==> src/rtl/ooo_pkg.sv <==
// Shared out-of-order core sizing: physical/architectural register counts and tag type.
package ooo_pkg;
    localparam int TAG_W    = 5;
    localparam int NUM_PHYS = 1 << TAG_W;
    localparam int NUM_ARCH = 16;
    localparam int DEPTH    = NUM_PHYS - NUM_ARCH;
    localparam int CNT_W    = $clog2(DEPTH + 1);

    typedef logic [TAG_W-1:0] tag_t;
endpackage

==> src/rtl/phys_free_list_if.sv <==
// Rename/commit side bundle of the physical register free list.
interface phys_free_list_if #(
    parameter int TAG_W = ooo_pkg::TAG_W,
    parameter int CNT_W = ooo_pkg::CNT_W
);
    logic             alloc_ack;
    logic             alloc_valid;
    logic [TAG_W-1:0] alloc_tag;
    logic             release_valid;
    logic [TAG_W-1:0] release_tag;
    logic [CNT_W-1:0] free_count;
    logic             err;

    modport master (
        output alloc_ack, release_valid, release_tag,
        input  alloc_valid, alloc_tag, free_count, err
    );

    modport slave (
        input  alloc_ack, release_valid, release_tag,
        output alloc_valid, alloc_tag, free_count, err
    );
endinterface

==> src/rtl/phys_free_list_ring_ptr.sv <==
// Circular-buffer pointer: index wraps DEPTH-1 -> 0 and toggles a wrap bit.
module ring_ptr #(
    parameter int   DEPTH    = 16,
    parameter int   IDX_W    = $clog2(DEPTH),
    parameter logic RST_WRAP = 1'b0
) (
    input  logic             clk,
    input  logic             reset,
    input  logic             en,
    output logic [IDX_W-1:0] idx,
    output logic             wrap
);
    logic [IDX_W-1:0] idx_q, idx_d;
    logic             wrap_q, wrap_d;

    always_comb begin
        idx_d  = idx_q;
        wrap_d = wrap_q;
        if (en) begin
            if (idx_q == IDX_W'(DEPTH - 1)) begin
                idx_d  = '0;
                wrap_d = ~wrap_q;
            end else begin
                idx_d = idx_q + IDX_W'(1);
            end
        end
    end

    always_ff @(posedge clk or negedge reset) begin
        if (!reset) begin
            idx_q  <= '0;
            wrap_q <= RST_WRAP;
        end else begin
            idx_q  <= idx_d;
            wrap_q <= wrap_d;
        end
    end

    assign idx  = idx_q;
    assign wrap = wrap_q;
endmodule

==> src/rtl/phys_free_list.sv <==
// Physical register free list: show-ahead FIFO of free tags plus a free bitmap
// that screens out double frees. Comes out of reset holding every non-architectural tag.
module phys_free_list #(
    parameter int TAG_W    = ooo_pkg::TAG_W,
    parameter int NUM_PHYS = ooo_pkg::NUM_PHYS,
    parameter int NUM_ARCH = ooo_pkg::NUM_ARCH
) (
    input  logic             clk,
    input  logic             reset,
    phys_free_list_if.slave  fl
);
    localparam int FL_DEPTH = NUM_PHYS - NUM_ARCH;
    localparam int IDX_W    = $clog2(FL_DEPTH);
    localparam int CNT_W    = $clog2(FL_DEPTH + 1);
    localparam logic [NUM_PHYS-1:0] BMAP_RST = {NUM_PHYS{1'b1}} << NUM_ARCH;

    import ooo_pkg::*;

    logic [TAG_W-1:0]    entry_q [FL_DEPTH];
    logic [TAG_W-1:0]    entry_d [FL_DEPTH];
    logic [NUM_PHYS-1:0] bitmap_q, bitmap_d;
    logic [CNT_W-1:0]    count_q, count_d;
    logic                err_q, err_d;

    logic [IDX_W-1:0]    head_idx, tail_idx;
    logic                head_wrap, tail_wrap;
    logic                full, alloc_valid;
    logic [TAG_W-1:0]    alloc_tag;
    logic                pop, push, ack_err, dbl_free, overflow;

    ring_ptr #(.DEPTH(FL_DEPTH), .IDX_W(IDX_W), .RST_WRAP(1'b0)) u_head (
        .clk(clk), .reset(reset), .en(pop), .idx(head_idx), .wrap(head_wrap)
    );

    ring_ptr #(.DEPTH(FL_DEPTH), .IDX_W(IDX_W), .RST_WRAP(1'b1)) u_tail (
        .clk(clk), .reset(reset), .en(push), .idx(tail_idx), .wrap(tail_wrap)
    );

    assign full        = (head_idx == tail_idx) && (head_wrap != tail_wrap);
    assign alloc_valid = (count_q != '0);
    assign alloc_tag   = entry_q[head_idx];

    // A release never bypasses to alloc_tag; a pop in the same cycle frees a slot when full.
    assign pop      = fl.alloc_ack && alloc_valid;
    assign ack_err  = fl.alloc_ack && !alloc_valid;
    assign dbl_free = fl.release_valid && bitmap_q[fl.release_tag];
    assign overflow = fl.release_valid && !dbl_free && full && !pop;
    assign push     = fl.release_valid && !dbl_free && !overflow;

    always_comb begin
        entry_d  = entry_q;
        bitmap_d = bitmap_q;
        count_d  = count_q;
        err_d    = err_q | ack_err | dbl_free | overflow;
        if (pop) begin
            bitmap_d[alloc_tag] = 1'b0;
        end
        if (push) begin
            entry_d[tail_idx]         = fl.release_tag;
            bitmap_d[fl.release_tag] = 1'b1;
        end
        if (push && !pop) begin
            count_d = count_q + CNT_W'(1);
        end else if (pop && !push) begin
            count_d = count_q - CNT_W'(1);
        end
    end

    always_ff @(posedge clk or negedge reset) begin
        if (!reset) begin
            for (int i = 0; i < FL_DEPTH; i++) begin
                entry_q[i] <= TAG_W'(NUM_ARCH + i);
            end
            bitmap_q <= BMAP_RST;
            count_q  <= CNT_W'(FL_DEPTH);
            err_q    <= 1'b0;
        end else begin
            entry_q  <= entry_d;
            bitmap_q <= bitmap_d;
            count_q  <= count_d;
            err_q    <= err_d;
        end
    end

    assign fl.alloc_valid = alloc_valid;
    assign fl.alloc_tag   = alloc_tag;
    assign fl.free_count  = count_q;
    assign fl.err         = err_q;
endmodule
==> src/flat_wrapper.sv <==
// flat-port wrapper written by rule: the top's interface ports become plain ports
module phys_free_list_flat import ooo_pkg::*;
#(
    parameter int TAG_W    = ooo_pkg::TAG_W,
    parameter int NUM_PHYS = ooo_pkg::NUM_PHYS,
    parameter int NUM_ARCH = ooo_pkg::NUM_ARCH
)
  (clk, reset, fl_alloc_ack, fl_release_valid, fl_release_tag, fl_alloc_valid, fl_alloc_tag, fl_free_count, fl_err);
  phys_free_list_if #(.TAG_W(TAG_W)) fl_i ();
  input  logic clk;
  input  logic reset;
  input wire logic [$bits(fl_i.alloc_ack)-1:0] fl_alloc_ack;
  input wire logic [$bits(fl_i.release_valid)-1:0] fl_release_valid;
  input wire logic [$bits(fl_i.release_tag)-1:0] fl_release_tag;
  output wire logic [$bits(fl_i.alloc_valid)-1:0] fl_alloc_valid;
  output wire logic [$bits(fl_i.alloc_tag)-1:0] fl_alloc_tag;
  output wire logic [$bits(fl_i.free_count)-1:0] fl_free_count;
  output wire logic [$bits(fl_i.err)-1:0] fl_err;
  assign fl_i.alloc_ack = fl_alloc_ack;
  assign fl_i.release_valid = fl_release_valid;
  assign fl_i.release_tag = fl_release_tag;
  assign fl_alloc_valid = fl_i.alloc_valid;
  assign fl_alloc_tag = fl_i.alloc_tag;
  assign fl_free_count = fl_i.free_count;
  assign fl_err = fl_i.err;
  phys_free_list #(.TAG_W(TAG_W), .NUM_PHYS(NUM_PHYS), .NUM_ARCH(NUM_ARCH)) u_core (.clk(clk), .reset(reset), .fl(fl_i));
endmodule
==> config.mk <==
export PLATFORM = sky130hd
export DESIGN_NAME = phys_free_list_flat
export DESIGN_NICKNAME = d
export VERILOG_FILES = /design/src/rtl/ooo_pkg.sv /design/src/rtl/phys_free_list_if.sv /design/src/rtl/phys_free_list_ring_ptr.sv /design/src/rtl/phys_free_list.sv /design/src/flat_wrapper.sv
export SDC_FILE = /design/constraint.sdc
export NUM_CORES = 1
export LEC_CHECK = 0
export ABC_AREA = 1
export ABC_CLOCK_PERIOD_IN_PS = 4100
export CORE_MARGIN = 10
export CORE_UTILIZATION = 50
export CTS_BUF_LIST = sky130_fd_sc_hd__clkbuf_8
export CTS_CLUSTER_SIZE = 24
export DETAILED_ROUTE_END_ITERATION = 12
export GPL_TIMING_DRIVEN = 0
export HOLD_SLACK_MARGIN = 0.12
export PLACE_DENSITY = 0.68
export SYNTH_ARGS = -nofsm -noshare
export SYNTH_HDL_FRONTEND = slang
export SYNTH_SLANG_ARGS = --single-unit
==> constraint.sdc <==
create_clock -name clk -period 4.1 [get_ports clk]
set_clock_uncertainty 0.05 [all_clocks]
set_input_delay 0.615 -clock clk [delete_from_list [all_inputs] [get_ports clk]]
set_output_delay 0.615 -clock clk [all_outputs]
set_load 0.03 [all_outputs]
==> reports/results.tsv, run 1 <==
metric	value	unit
Peak Freq	0.2607	GHz
Seq cells post-synth	128	
Starting Density	50.72	%
worst reg2reg endpoint	u_core.fl.free_count[4]$_DFFE_PN1P_	
final hold violation count	0	
Layout Cells excl Fill	1272	
vias per inst	5.642	
Mapped Cells	1036	
Post-synth EDFFs	0	
post-synth top area share	24.06	%
worst reg2reg startpoint	u_core.u_head.idx[0]$_DFFE_PN0N_	
power per cell area	817.2	nW/um^2
HP Start	u_core.bitmap_q[17]$_DFF_PN1_	
status	finished, final reports clean	
Final WS setup	0.2639	ns
max-cap violation count	0	
clock sink count	128	
syn_nets	1055	
ANT nets after route	0	
Sw Ratio	46.01	%
ys flop type	dfstp_2	
critical path fanouts, max	10	
clock-pin slew of the registers on the worst-case setup and hold paths	0.07	ns
Cell Rows	44	
sequential cell fraction of total power	34.5	%
router iterations before antenna repair	5	
average size of a mapped cell	7.062	sq um
Worst Setup SP	u_core.u_head.idx[0]$_DFFE_PN0N_	
highest metal used	met4	
Fillers	1417	
Num CTS Buffers	17	
initial antenna violation count	0	
Synth async-reset ratio	100.0	%
crit path time final	3.836	ns
dpl ws	-0.06451	ns
Cell Area, Synth	7316	sq um
Lkg Pwr	4.072	nW
DRT met1 WL	9.682	mm
Tcrit/Tclk final	93.56	%
Sum Neg Setup Slack	0	ns
io pins	21	
Pwr Total	6.680	mW
slew of the pin with the lowest slew margin	0.7932	ns
Setup Buffers After CTS	0	
layout cells sized above 1	12.32	%
Logic pwr share	48.4	%
# setup viols final	0	
clock power share	17.1	%
CP Class	reg2out	
Crit. End Element	output port	
Critical Path RT	3.43	ns
P_int	3.607	mW
Total Routed Length	22.60	mm
RSZ-0062 raised after global routing	false	
worst hold path class	reg2reg	
VDD IR-drop max	0.0005436	V
sw power	3.073	mW
synth warn	0	
Die Span X	141.0	um
Critical Path Sink	fl_alloc_tag[2]	
WL met3	1.932	mm
PortBufs	18	
worst reg-to-reg setup slack	0.87	ns
Arrival @ worst endpoint	3.17	ns
commonest non-fill, non-tap cell in the layout	nand2_1	
Skew-Pair Late Insertion Delay	0.47	ns
WL/cell	17.77	um
Core Util, Final	56.67	%
pin count of the biggest net entering global routing	88	
Core Region	14420	sq um
Synth area leaders	nand2_1 (24%), dfstp_2 (24%), dfrtp_1 (21%)	
initial drt markers	653	
relative max-transition margin	46.93	%
commonest non-fill, non-tap cells in the layout	nand2_1 (469), nand4_1 (115), nor2_1 (73), inv_1 (70), dfstp_2 (66)	
root buf cell	clkbuf_8	
Reg2Reg Depth	18	
HPWL after DPL	15.47	mm
# DRC	0	
GR Util All Layers	23.06	%
nets	1094	
post-synthesis cell type count	30	
CTS tree	yes	
WL met2	10.26	mm
placer congestion estimate	0.9091	
vias in the first global route	6868	
first-pass GRT wire length	36.35	mm
Die Height	141.0	um
DIE AREA	19870	sq um
Startpoint Class	flop	
register area share after synthesis	44.91	%
Clock Tree Buf Depth	2	
diode count	0	
H-tree depth	4	
Layout area overhead	11.73	%
Post-Place Cells	1239	
Final Max Slew Viols	0	
post-synth top area cell	nand2_1	
GR Overflow Total	0	
total number of vias	7176	
## kinds of logic (layout without fill, tap and decap cells)
kind of cell	after synthesis	in the layout	synth area share, %
AOI/OAI and AO/OA	33	33	2.429
adders and majority gates	10	10	1.813
xor gates and xnor gates	10	10	1.197
and+or+nand+nor	723	723	42.35
DFF	128	128	44.91
buffers and inverters	132	184	7.303
## critical path: stages (launching register included)
cell,delay [ns]
dfrtp_1,0.40
buf_2,0.16
buf_2,0.31
buf_2,0.33
nor2_1,0.08
nor2_1,0.08
o21ai_0,0.13
o211ai_1,0.21
nand2_1,0.09
nand2_1,0.19
clkdlybuf4s50_1,0.71
## Yosys cell counts, drive strengths merged, types with 2 or more instances
| cell | n |
|---|---|
| nor2 | 78 |
| nor3 | 9 |
| dfrtp | 62 |
| inv | 71 |
| o21ai | 22 |
| a21oi | 6 |
| nand4 | 115 |
| xnor2 | 5 |
| ha | 9 |
| nand2 | 470 |
| xor2 | 5 |
| nand3 | 50 |
| dfstp | 66 |
| a21o | 2 |
| clkbuf | 27 |
| buf | 33 |
## state kept, by name, indices dropped and copies added, names as in the netlist
signal / cells
u_core.u_head.idx: 4
u_core.entry_q: 80
u_core.fl.err: 1
u_core.u_tail.wrap: 1
u_core.u_head.wrap: 1
u_core.u_tail.idx: 4
u_core.bitmap_q: 32
u_core.fl.free_count: 5
## worst min path at each step
stage | endpoint | cells after the start
floorplan | u_core.bitmap_q[0]$_DFF_PN0_ | 0
global placement | u_core.entry_q[50]$_DFFE_PN1P_ | 2
detailed placement | u_core.entry_q[60]$_DFFE_PN1P_ | 2
CTS | u_core.entry_q[60]$_DFFE_PN1P_ | 2
global route | u_core.entry_q[59]$_DFFE_PN1P_ | 2
finish | u_core.bitmap_q[17]$_DFF_PN1_ | 2
## power groups by stage
| stage | Sequential (mW) | Clock (mW) | Combinational [mW] |
|---|---|---|---|
| final | 2.30 | 1.14 | 3.24 |
| after global routing | 2.37 | 1.20 | 3.61 |
| after CTS | 2.30 | 1.15 | 3.21 |
| after detailed placement | 2.31 | 0 | 3.19 |
| after global placement | 2.30 | 0 | 3.14 |
| after floorplan | 2.28 | 0 | 2.16 |
## metal layers
layer / global-route usage, % / vias up
li1: - / 3420
met1: 30.65 / 3346
met2: 34.75 / 343
met3: 5.072 / 67
met4: 11.25 / 0
met5: 0 / -
## metrics by stage
stage / hold slack [ns] / instance area [sq um]
detailed placement: 0.4020 / 7755
global placement: 0.3986 / 7726
CTS: 0.4132 / 8173
floorplan: 0.2694 / 7316
finish: 0.4104 / 8174
global route: 0.4207 / 8174
## final cells by class
cell class	count	area, sq um	share of cell area, %
multi-input cells	776	3496	42.77
flip-flops and latches	128	3286	40.20
clock buffers	23	316.6	3.873
inverters	72	270.3	3.306
plain buffers	60	265.3	3.245
well taps	184	230.2	2.816
repair buffers	20	219.0	2.679
clock inverters	9	91.34	1.117
## timing repair
item | CTS | global route
hold buffers | 1 | 0
setup endpoints to repair | 0 | 1
endpoints found under the hold margin | 12 | 0
resized for setup | 0 | 2
Note: power is estimated with default switching activity, not from simulation.
==> run 2, diff against run 1 <==
- ABC_AREA: 1 -> 0
- ABC_CLOCK_PERIOD_IN_PS: 4100 -> 3700
- clock period: 4.1 -> 3.7 ns (I/O delays scaled with it)
==> reports/results.tsv, run 2 <==
metric	value	unit	change
vias per inst	5.914		+4.8%
Max stage delay on crit path	0.62	ns	-0.09 ns
Core Util, Final	57.77	%	+1.1 points
nets	540		-51%
P_int	4.434	mW	+23%
Cell Area, Synth	6716	sq um	-8.2%
Critical Path Sink	fl_alloc_tag[1]		
H-tree depth	4		unchanged
average size of a mapped cell	14.11	sq um	+100%
max reg flops	80		unchanged
vias in the first global route	4525		-34%
commonest non-fill, non-tap cells in the layout	dfstp_2 (66), dfrtp_1 (61), o21ai_0 (57), mux2_4 (50)		
syn_nets	495		-53%
router iterations before antenna repair	5		unchanged
post-synth top area cell	dfstp_2		
diode count	0		unchanged
Synth area leaders	dfstp_2 (26%), dfrtp_1 (23%), mux2_4 (11%)		
Clock Tree Buf Depth	2		unchanged
Final Max Slew Viols	0		unchanged
max-cap violation count	0		unchanged
clock-pin slew of the registers on the worst-case setup and hold paths	0.07	ns	about the same
dpl ws	-0.8762	ns	-0.8117 ns
GR Overflow Total	0		unchanged
Seq cells post-synth	128		unchanged
sw power	2.652	mW	-14%
root buf cell	clkbuf_8		
Pwr Total	7.086	mW	+6.1%
clock sink count	128		unchanged
worst reg-to-reg setup slack	0.26	ns	-0.61 ns
Num CTS Buffers	17		unchanged
PortBufs	18		unchanged
worst hold path class	reg2reg		
post-route cell area	7620	sq um	-6.8%
Peak Freq	0.2802	GHz	
Mapped Cells	476		-54%
relative max-transition margin	53.90	%	+7.0 points
Multi-input gate area	3283	sq um	-6.1%
Most flops, register	u_core.entry_q		
first-pass GRT wire length	25.18	mm	-31%
final hold violation count	0		unchanged
Logic pwr share	46.6	%	-1.8 points
Final WS setup	0.1309	ns	-0.1330 ns
post-synthesis cell type count	49		+63%
WP depth	5		-5
register area share after synthesis	48.92	%	+4.0 points
status	finished, final reports clean		
Die Height	135.9	um	-3.6%
post-synth top area share	25.82	%	+1.8 points
Startpoint Class	flop		
io pins	21		unchanged
crit-path leading delay family	buffers and inverters		
critical-path cell list	buf_2, clkbuf_4, mux4_2, mux4_2, clkdlybuf4s50_1		
CP max stage cell	clkdlybuf4s50_1		
Layout Cells excl Fill	710		-44%
VDD IR-drop max	0.0004264	V	-22%
critical path fanouts, max	10		unchanged
ys flop type	dfstp_2		
# setup viols final	0		unchanged
total number of vias	4199		-41%
# DRC	0		unchanged
Total Routed Length	15.70	mm	-31%
HPWL after DPL	10.64	mm	-31%
ANT nets after route	0		unchanged
GR Util All Layers	17.84	%	-5.2 points
Worst Setup SP	u_core.u_head.idx[1]$_DFFE_PN0N_		
Post-synth EDFFs	0		unchanged
Starting Density	50.92	%	+0.20 points
commonest non-fill, non-tap cell in the layout	dfstp_2		
Reg2Reg Depth	15		-3
RSZ-0062 raised after global routing	false		
Skew-Pair Late Insertion Delay	0.46	ns	about the same
Fillers	1038		-27%
initial antenna violation count	0		unchanged
worst reg2reg startpoint	u_core.u_head.idx[1]$_DFFE_PN0N_		
Buf/Inv on CP	3		-1
Critical Path Most Common Cell	mux4_2		
Sw Ratio	37.43	%	-8.6 points
worst reg2reg endpoint	u_core.fl.free_count[4]$_DFFE_PN1P_		
DIE AREA	18470	sq um	-7.1%
hold slack	0.4387	ns	+0.02827 ns
WL/cell	22.11	um	+24%
Synth async-reset ratio	100.0	%	unchanged
pin count of the biggest net entering global routing	80		-9.1%
Crit. End Element	output port		
placer congestion estimate	0.8686		-4.5%
synth warn	0		unchanged
slew of the pin with the lowest slew margin	0.6889	ns	-0.1043 ns
Lkg Pwr	3.172	nW	-22%
CP Class	reg2out		
area post-placement	7146	sq um	-7.9%
layout cells sized above 1	46.63	%	+34 points
Arrival @ worst endpoint	2.96	ns	-0.21 ns
Die Span X	135.9	um	-3.6%
Layout area overhead	13.45	%	
crit path time final	3.569	ns	
Cell Rows	42		-4.5%
Critical Path RT	3.09	ns	-0.34 ns
sequential cell fraction of total power	37.7	%	+3.2 points
clock power share	15.8	%	-1.3 points
Core Region	13190	sq um	-8.6%
Post-synth top cells	dfstp_2 (66), dfrtp_1 (62), o21ai_0 (57)		
initial drt markers	359		-45%
power per cell area	929.9	nW/um^2	+14%
most frequent cell after synthesis	dfstp_2		
Sum Neg Setup Slack	0	ns	unchanged
Post-Place Cells	671		-46%
Tcrit/Tclk final	96.46	%	
register area	3287	sq um	about the same
CTS tree	yes		
==> run 2: kinds of logic (layout without fill, tap and decap cells) <==
family | Yosys count | after routing | share of synthesized area (%)
buf+inv | 37 | 95 | 2.999
simple gates | 81 | 81 | 9.706
mux | 118 | 118 | 27.46
fa+ha+maj | 10 | 10 | 1.975
xor+xnor | 14 | 14 | 1.826
compound gates | 88 | 88 | 7.116
flops | 128 | 128 | 48.92
==> run 2: power groups by stage <==
stage | sequential (mW) | combinational (mW) | clock (mW)
finish | 2.67 | 3.30 | 1.12
global route | 2.75 | 3.53 | 1.20
CTS | 2.66 | 3.27 | 1.14
detailed placement | 2.68 | 3.21 | 0
global placement | 2.64 | 3.15 | 0
floorplan | 2.59 | 2.35 | 0
==> run 2: repair_timing <==
item	4_1_cts	5_1_grt
setup endpoints to repair	8	5
hold buffers	1	0
endpoints found under the hold margin	24	0
buffers inserted	5	1
resized for setup	12	8
pin swaps	1	2
gates cloned	0	0
==> run 2: worst min-delay path by stage <==
stage | to | cells past startpoint | slack (ns) | start
after global routing | u_core.fl.err$_DFF_PN0_ | 1 | 0.46 | u_core.fl.err$_DFF_PN0_
final | u_core.fl.err$_DFF_PN0_ | 1 | 0.44 | u_core.fl.err$_DFF_PN0_
after global placement | u_core.fl.err$_DFF_PN0_ | 1 | 0.42 | u_core.fl.err$_DFF_PN0_
after floorplan | u_core.bitmap_q[0]$_DFF_PN0_ | 0 | 0.21 | reset
after detailed placement | u_core.fl.err$_DFF_PN0_ | 1 | 0.42 | u_core.fl.err$_DFF_PN0_
after CTS | u_core.bitmap_q[24]$_DFF_PN1_ | 2 | 0.44 | u_core.bitmap_q[24]$_DFF_PN1_
==> run 2: layout make-up <==
class                   instances  area share (%)
clock inverters                11          0.9852
plain buffers                  30           2.381
well taps                     176           2.890
repair buffers                 26           3.383
clock buffers                  21           3.793
inverters                       7          0.3448
flip-flops and latches        128           43.14
multi-input cells             311           43.09
==> run 2: routing by layer <==
metal	part of all wire [%]	routed length (um)	global-route usage [%]	vias to the layer above
li1	-	-	-	1853
met4	2.7	421	8.107	0
met1	44	6964	23.40	2199
met3	4.9	774	3.764	35
met5	0	0	0	-
met2	48	7535	27.83	112
